### config.mk
export PLATFORM = sky130hd
export DESIGN_NAME = scan_code_history_flat
export DESIGN_NICKNAME = d
export VERILOG_FILES = /design/src/rtl/scan_code_history_if.sv /design/src/rtl/scan_code_history.sv /design/src/flat_wrapper.sv
export SDC_FILE = /design/constraint.sdc
export NUM_CORES = 1
export LEC_CHECK = 0
export BUFFER_PORTS_ARGS = -buffer_cell sky130_fd_sc_hd__buf_2
export CAP_MARGIN = 15
export CORE_MARGIN = 2
export CORE_UTILIZATION = 47
export DETAILED_ROUTE_END_ITERATION = 10
export GPL_ROUTABILITY_DRIVEN = 0
export PLACE_DENSITY = 0.71
export SLEW_MARGIN = 5
export SYNTH_ARGS = -nofsm -noshare
export SYNTH_HDL_FRONTEND = slang
export SYNTH_SLANG_ARGS = --single-unit
### constraint.sdc
create_clock -name clk -period 1.6 [get_ports clk]
set_input_delay 0 -clock clk [delete_from_list [all_inputs] [get_ports clk]]
set_output_delay 0 -clock clk [all_outputs]
set_load 0.1 [all_outputs]
### src/rtl/scan_code_history_if.sv
// Bus bundle for scan_code_history: code strobe/clear in, history and release status out.
// master = code source / history consumer, slave = scan_code_history itself.
interface scan_code_history_if #(
    parameter int DEPTH = 6,
    parameter int WIDTH = 8
);
    localparam int CW = $clog2(DEPTH + 1);

    logic                          code_valid;
    logic [WIDTH-1:0]              data_in;
    logic                          clear;
    logic [DEPTH-1:0][WIDTH-1:0]   data_out;
    logic [DEPTH-1:0]              ext_out;
    logic [CW-1:0]                 count;
    logic                          press_strb;
    logic                          release_strb;
    logic [WIDTH-1:0]              release_code;
    logic                          release_ext;
    logic                          overflow;

    modport master (
        output code_valid, data_in, clear,
        input  data_out, ext_out, count, press_strb, release_strb,
               release_code, release_ext, overflow
    );

    modport slave (
        input  code_valid, data_in, clear,
        output data_out, ext_out, count, press_strb, release_strb,
               release_code, release_ext, overflow
    );
endinterface

### src/rtl/scan_code_history.sv
// Scan-code prefix decoder (E0/F0) feeding a newest-first key press history.
// Latency: all outputs update on the edge that samples code_valid; strobes last one cycle.
// Backpressure: none; when full either the oldest entry drops or the push is rejected.
module scan_code_history #(
    parameter int               DEPTH          = 6,
    parameter int               WIDTH          = 8,
    parameter logic [WIDTH-1:0] BREAK_CODE     = WIDTH'(8'hF0),
    parameter logic [WIDTH-1:0] EXT_CODE       = WIDTH'(8'hE0),
    parameter bit               HOLD_WHEN_FULL = 1'b0
) (
    input  logic                clk,
    input  logic                reset,
    scan_code_history_if.slave  bus
);
    localparam int            CW       = $clog2(DEPTH + 1);
    localparam logic [CW-1:0] FULL_CNT = CW'(DEPTH);

    typedef enum logic [1:0] {
        S_IDLE    = 2'd0,
        S_EXT     = 2'd1,
        S_BRK     = 2'd2,
        S_EXT_BRK = 2'd3
    } state_t;

    state_t                      state_q, state_nxt;
    logic [DEPTH-1:0][WIDTH-1:0] data_q;
    logic [DEPTH-1:0]            ext_q;
    logic [CW-1:0]               count_q;
    logic                        press_q, rel_strb_q, rel_ext_q, overflow_q;
    logic [WIDTH-1:0]            rel_code_q;

    logic push_req, push_ext, rel_req, rel_ext_nxt, full;

    assign full = (count_q == FULL_CNT);

    always_comb begin
        state_nxt   = state_q;
        push_req    = 1'b0;
        push_ext    = 1'b0;
        rel_req     = 1'b0;
        rel_ext_nxt = 1'b0;
        if (bus.code_valid) begin
            case (state_q)
                S_IDLE: begin
                    if (bus.data_in == EXT_CODE)        state_nxt = S_EXT;
                    else if (bus.data_in == BREAK_CODE) state_nxt = S_BRK;
                    else                                push_req  = 1'b1;
                end
                S_EXT: begin
                    if (bus.data_in == BREAK_CODE) begin
                        state_nxt = S_EXT_BRK;
                    end else if (bus.data_in != EXT_CODE) begin
                        push_req  = 1'b1;
                        push_ext  = 1'b1;
                        state_nxt = S_IDLE;
                    end
                end
                S_BRK: begin
                    rel_req   = 1'b1;
                    state_nxt = S_IDLE;
                end
                default: begin
                    rel_req     = 1'b1;
                    rel_ext_nxt = 1'b1;
                    state_nxt   = S_IDLE;
                end
            endcase
        end
    end

    always_ff @(posedge clk or negedge reset) begin
        if (!reset) begin
            state_q    <= S_IDLE;
            data_q     <= '0;
            ext_q      <= '0;
            count_q    <= '0;
            press_q    <= 1'b0;
            rel_strb_q <= 1'b0;
            rel_code_q <= '0;
            rel_ext_q  <= 1'b0;
            overflow_q <= 1'b0;
        end else begin
            press_q    <= 1'b0;
            rel_strb_q <= 1'b0;
            if (bus.clear) begin
                // release_code/release_ext deliberately survive a clear
                state_q    <= S_IDLE;
                data_q     <= '0;
                ext_q      <= '0;
                count_q    <= '0;
                overflow_q <= 1'b0;
            end else begin
                state_q <= state_nxt;
                if (rel_req) begin
                    rel_strb_q <= 1'b1;
                    rel_code_q <= bus.data_in;
                    rel_ext_q  <= rel_ext_nxt;
                end
                if (push_req) begin
                    if (full) overflow_q <= 1'b1;
                    if (!(full && HOLD_WHEN_FULL)) begin
                        data_q  <= {data_q[DEPTH-2:0], bus.data_in};
                        ext_q   <= {ext_q[DEPTH-2:0], push_ext};
                        press_q <= 1'b1;
                        if (!full) count_q <= count_q + CW'(1);
                    end
                end
            end
        end
    end

    assign bus.data_out     = data_q;
    assign bus.ext_out      = ext_q;
    assign bus.count        = count_q;
    assign bus.press_strb   = press_q;
    assign bus.release_strb = rel_strb_q;
    assign bus.release_code = rel_code_q;
    assign bus.release_ext  = rel_ext_q;
    assign bus.overflow     = overflow_q;
endmodule

### src/flat_wrapper.sv
// flat-port wrapper written by rule: the top's interface ports become plain ports
module scan_code_history_flat 
#(
    parameter int               DEPTH          = 6,
    parameter int               WIDTH          = 8,
    parameter logic [WIDTH-1:0] BREAK_CODE     = WIDTH'(8'hF0),
    parameter logic [WIDTH-1:0] EXT_CODE       = WIDTH'(8'hE0),
    parameter bit               HOLD_WHEN_FULL = 1'b0
)
  (clk, reset, bus_code_valid, bus_data_in, bus_clear, bus_data_out, bus_ext_out, bus_count, bus_press_strb, bus_release_strb, bus_release_code, bus_release_ext, bus_overflow);
  scan_code_history_if #(.DEPTH(DEPTH), .WIDTH(WIDTH)) bus_i ();
  input  logic clk;
  input  logic reset;
  input wire logic [$bits(bus_i.code_valid)-1:0] bus_code_valid;
  input wire logic [$bits(bus_i.data_in)-1:0] bus_data_in;
  input wire logic [$bits(bus_i.clear)-1:0] bus_clear;
  output wire logic [$bits(bus_i.data_out)-1:0] bus_data_out;
  output wire logic [$bits(bus_i.ext_out)-1:0] bus_ext_out;
  output wire logic [$bits(bus_i.count)-1:0] bus_count;
  output wire logic [$bits(bus_i.press_strb)-1:0] bus_press_strb;
  output wire logic [$bits(bus_i.release_strb)-1:0] bus_release_strb;
  output wire logic [$bits(bus_i.release_code)-1:0] bus_release_code;
  output wire logic [$bits(bus_i.release_ext)-1:0] bus_release_ext;
  output wire logic [$bits(bus_i.overflow)-1:0] bus_overflow;
  assign bus_i.code_valid = bus_code_valid;
  assign bus_i.data_in = bus_data_in;
  assign bus_i.clear = bus_clear;
  assign bus_data_out = bus_i.data_out;
  assign bus_ext_out = bus_i.ext_out;
  assign bus_count = bus_i.count;
  assign bus_press_strb = bus_i.press_strb;
  assign bus_release_strb = bus_i.release_strb;
  assign bus_release_code = bus_i.release_code;
  assign bus_release_ext = bus_i.release_ext;
  assign bus_overflow = bus_i.overflow;
  scan_code_history #(.DEPTH(DEPTH), .WIDTH(WIDTH), .BREAK_CODE(BREAK_CODE), .EXT_CODE(EXT_CODE), .HOLD_WHEN_FULL(HOLD_WHEN_FULL)) u_core (.clk(clk), .reset(reset), .bus(bus_i));
endmodule
==> results.yml <==
grt:
  grt_pass1_wl_microns: 11070
  first_global_vias: 2217
  grt_antenna_before_repair: 0
  grt_usage_pct: 20.10
  grt_max_degree: 42
  grt-ovfl-total: 0
critical_path:
  max_stage_delay_ns: 0.56
  critical-path-top-delay-family: "buffers and inverters"
  cp.arrival_ns: 1.85
  cp.required_ns: 1.88
  worst_setup_path_start_kind: "primary input"
  criticalPathCategory: "in2reg"
  cp.buffers_inverters: 3
  path_cells: "dlygate4sd3_1 > buf_2 > and3b_1 > nand4_1 > a21oi_1 > dlygate4sd3_1"
  endpoint_kind: "flop"
  critPathMostFrequentCell: "dlygate4sd3_1"
  cpMaxStageDelayCell: "dlygate4sd3_1"
  crit_path_max_fanout: 5
routing:
  vias_per_cell: 5.272
  vias: 2288
  drt_pass1_iterations: 4
  postRouteAntennaNets: 0
  drcViolationCount: 0
  routed_wirelength_microns: 6786
  avgRoutedWirePerCell_microns: 15.64
  drt-initial-drc-count: 120
yosys:
  yosysMostFrequentCell: "dfrtp_1"
  synth_xor_area_share_pct: 0
  synth_top_family_by_area: "multiplexers"
  synth_cell_types: 37
  synthMuxAreaShare_pct: 20.15
  syn-cell-area_sq_um: 3012
  yosys-top-cells-count: "dfrtp_1 (71), nand2_1 (60), mux2i_1 (49)"
  synthFlopType: "dfrtp_1"
  yosys.area_share.simple_pct: 12.84
  ys_ff_latch: 71
  synth_top_area_share_pct: 58.99
  syn_inst: 252
  yosys_warnings: 0
  seq_area_frac_synth_pct: 58.99
  synth_compound_area_share_pct: 4.071
  ys_async_sr_fraction_pct: 100.0
  synth_edf_count: 0
  synth_fa_ha_area_share_pct: 0.8309
  ys_top_cells_by_area: "dfrtp_1 (59%), mux2i_1 (16%), nand2_1 (7.5%), mux2_2 (3.4%), clkbuf_1 (0.87%)"
  synth_nets: 266
  synth_top_cell_by_area: "dfrtp_1"
  synth_area_per_cell_sq_um: 11.95
pwr:
  p_leak_uw: 0.002189
  p_sw_share_pct: 26.91
  p_clk_share_pct: 42.1
  ir_worst_vdd_mv: 0.6267
  p_total_uw: 4252
  p_per_area_nw_per_um2: 1067
  power_frac_seq_pct: 43.7
  p_switching_uw: 1144
  power.internal_uw: 3108
  combPwrFrac_pct: 14.2
clock_tree:
  cts-root-buf: "clkbuf_8"
  cts_made_buffers: 9
  clock_sinks: 71
  clkTransAtPathRegs_ns: 0.07
  clk_latency_ns: 0.35
  htreeDepth: 3
  clk_path_buf_depth: 2
  cts_tree: "done"
finish:
  stdcell_area_sq_um: 3984
  syn_to_final_growth_pct: 32.28
  antenna_cells: 0
  fin_nets: 366
  drive_above_1_share_pct: 36.69
place:
  port-buffer-count: 80
  postPlaceCellArea_sq_um: 3537
  post-dp-hpwl_microns: 4493
timing:
  drv_slew: 0
  whs_ns: 0.03114
  min_period_ns: 1.568
  finalCritPeriodShare_pct: 98.02
  fin_skew_ns: 0.009432
  slew_headroom_pct: 64.15
  tightestPinTransition_ns: 0.5378
  hold_viol_final: 0
  setup_viol: 0
  setup_tns_ns: 0
  max_freq_ghz: 0.6376
  grt_setup_unrepaired: "true"
die:
  core_area_sq_um: 6277
  fp.dieArea_sq_um: 7064
  rows: 29
  floorplan.initialDensity_pct: 47.98
  ios: 81
  die_w_microns: 84.05
  die_y_microns: 84.05
run_status:
  status: "completed"
job:
  cap_viol_max_count: 0
hold_path:
  hold_class: "in2reg"
-- cell usage in the layout (no fill, tap or decap), types with 2 or more instances in the layout --
master	Yosys	layout
buf_2	2	79
buf_4	3	6
dfrtp_1	71	68
bufinv_16	0	3
mux2_2	9	9
nor3_1	2	2
dfrtp_4	0	2
nand2_1	60	60
o21ai_0	3	3
nor2_1	6	6
nand3_1	2	2
dlygate4sd3_1	0	13
buf_12	0	3
a21oi_1	5	4
o221a_2	2	2
inv_2	1	2
nand3b_1	2	2
mux2i_1	49	49
inv_1	5	4
clkbuf_8	0	11
-- cell families after synthesis --
| group | count (synthesis) |
|---|---|
| simple gates | 83 |
| flops | 71 |
| fa+ha+maj | 2 |
| buf+inv | 20 |
| mux | 59 |
| compound gates | 17 |
-- metal layers --
metal / global-route usage (%) / part of all wire [%] / vias up
met2: 30.16 / 48 / 77
met5: 0 / 0 / -
li1: - / - / 1067
met4: 9.091 / 1.7 / 0
met3: 4.253 / 5.4 / 11
met1: 28.11 / 45 / 1133
-- power groups by stage --
stage,clock (uW),sequential (uW),combinational [uW]
floorplan,0,2150,154
global placement,0,1890,562
detailed placement,0,1890,567
CTS,1830,1860,590
global route,1910,1860,639
finish,1790,1860,604
-- flip-flops by register name, summed over array words and instances, names as in the netlist --
name	flops
u_core.bus.count	3
u_core.bus.data_out	48
u_core.bus.ext_out	6
u_core.bus.overflow	1
u_core.bus.press_strb	1
u_core.bus.release_code	8
u_core.bus.release_ext	1
u_core.bus.release_strb	1
u_core.state_q	2
-- worst min-delay path: stages --
cell and delay (ns):
buf_2 0.14, nand3_1 0.12, o21ai_1 0.07
-- stage by stage --
step	setup slack, ns	instances	util, %
2_1_floorplan	0.01964	252	-
3_3_place_gp	0.1203	400	56.35
3_5_place_dp	0.03087	400	56.35
4_1_cts	0.007907	429	62.49
5_1_grt	-0.05558	434	63.46
6_report	0.03168	434	63.46
-- worst paths after layout --
path                                            start                         end  slack [ns]  cells after the start
setup / recovery                       bus_data_in[3]           u_core.state_q[1]        0.03                      6
hold / removal                         bus_data_in[2]      u_core.bus.data_out[2]        0.03                      3
setup reg to reg                    u_core.state_q[1]           u_core.state_q[1]        0.03                      4
hold reg to reg            u_core.bus.release_code[4]  u_core.bus.release_code[4]        0.51                      2
max in group asynchronous                       reset     u_core.bus.data_out[31]        0.86                      3
min in group asynchronous                       reset     u_core.bus.data_out[35]        0.18                      2
-- layout make-up --
type / instances / area, sq um
clock buffers: 11 / 151.4
clock inverters: 5 / 103.9
fillers: 518 / 2293
inverters: 6 / 22.52
multi-input cells: 161 / 1157
flip-flops and latches: 71 / 1785
well taps: 77 / 96.34
repair buffers: 103 / 666.9
-- what timing repair did --
| action | in CTS | in global routing |
|---|---|---|
| hold buffers | 13 | 0 |
| gates resized for setup | 0 | 2 |
| buffers inserted | 0 | 4 |
| endpoints found under the setup margin | 0 | 33 |
| hold endpoints to repair | 57 | 0 |
No activity file was read; power rests on OpenSTA's default activity.
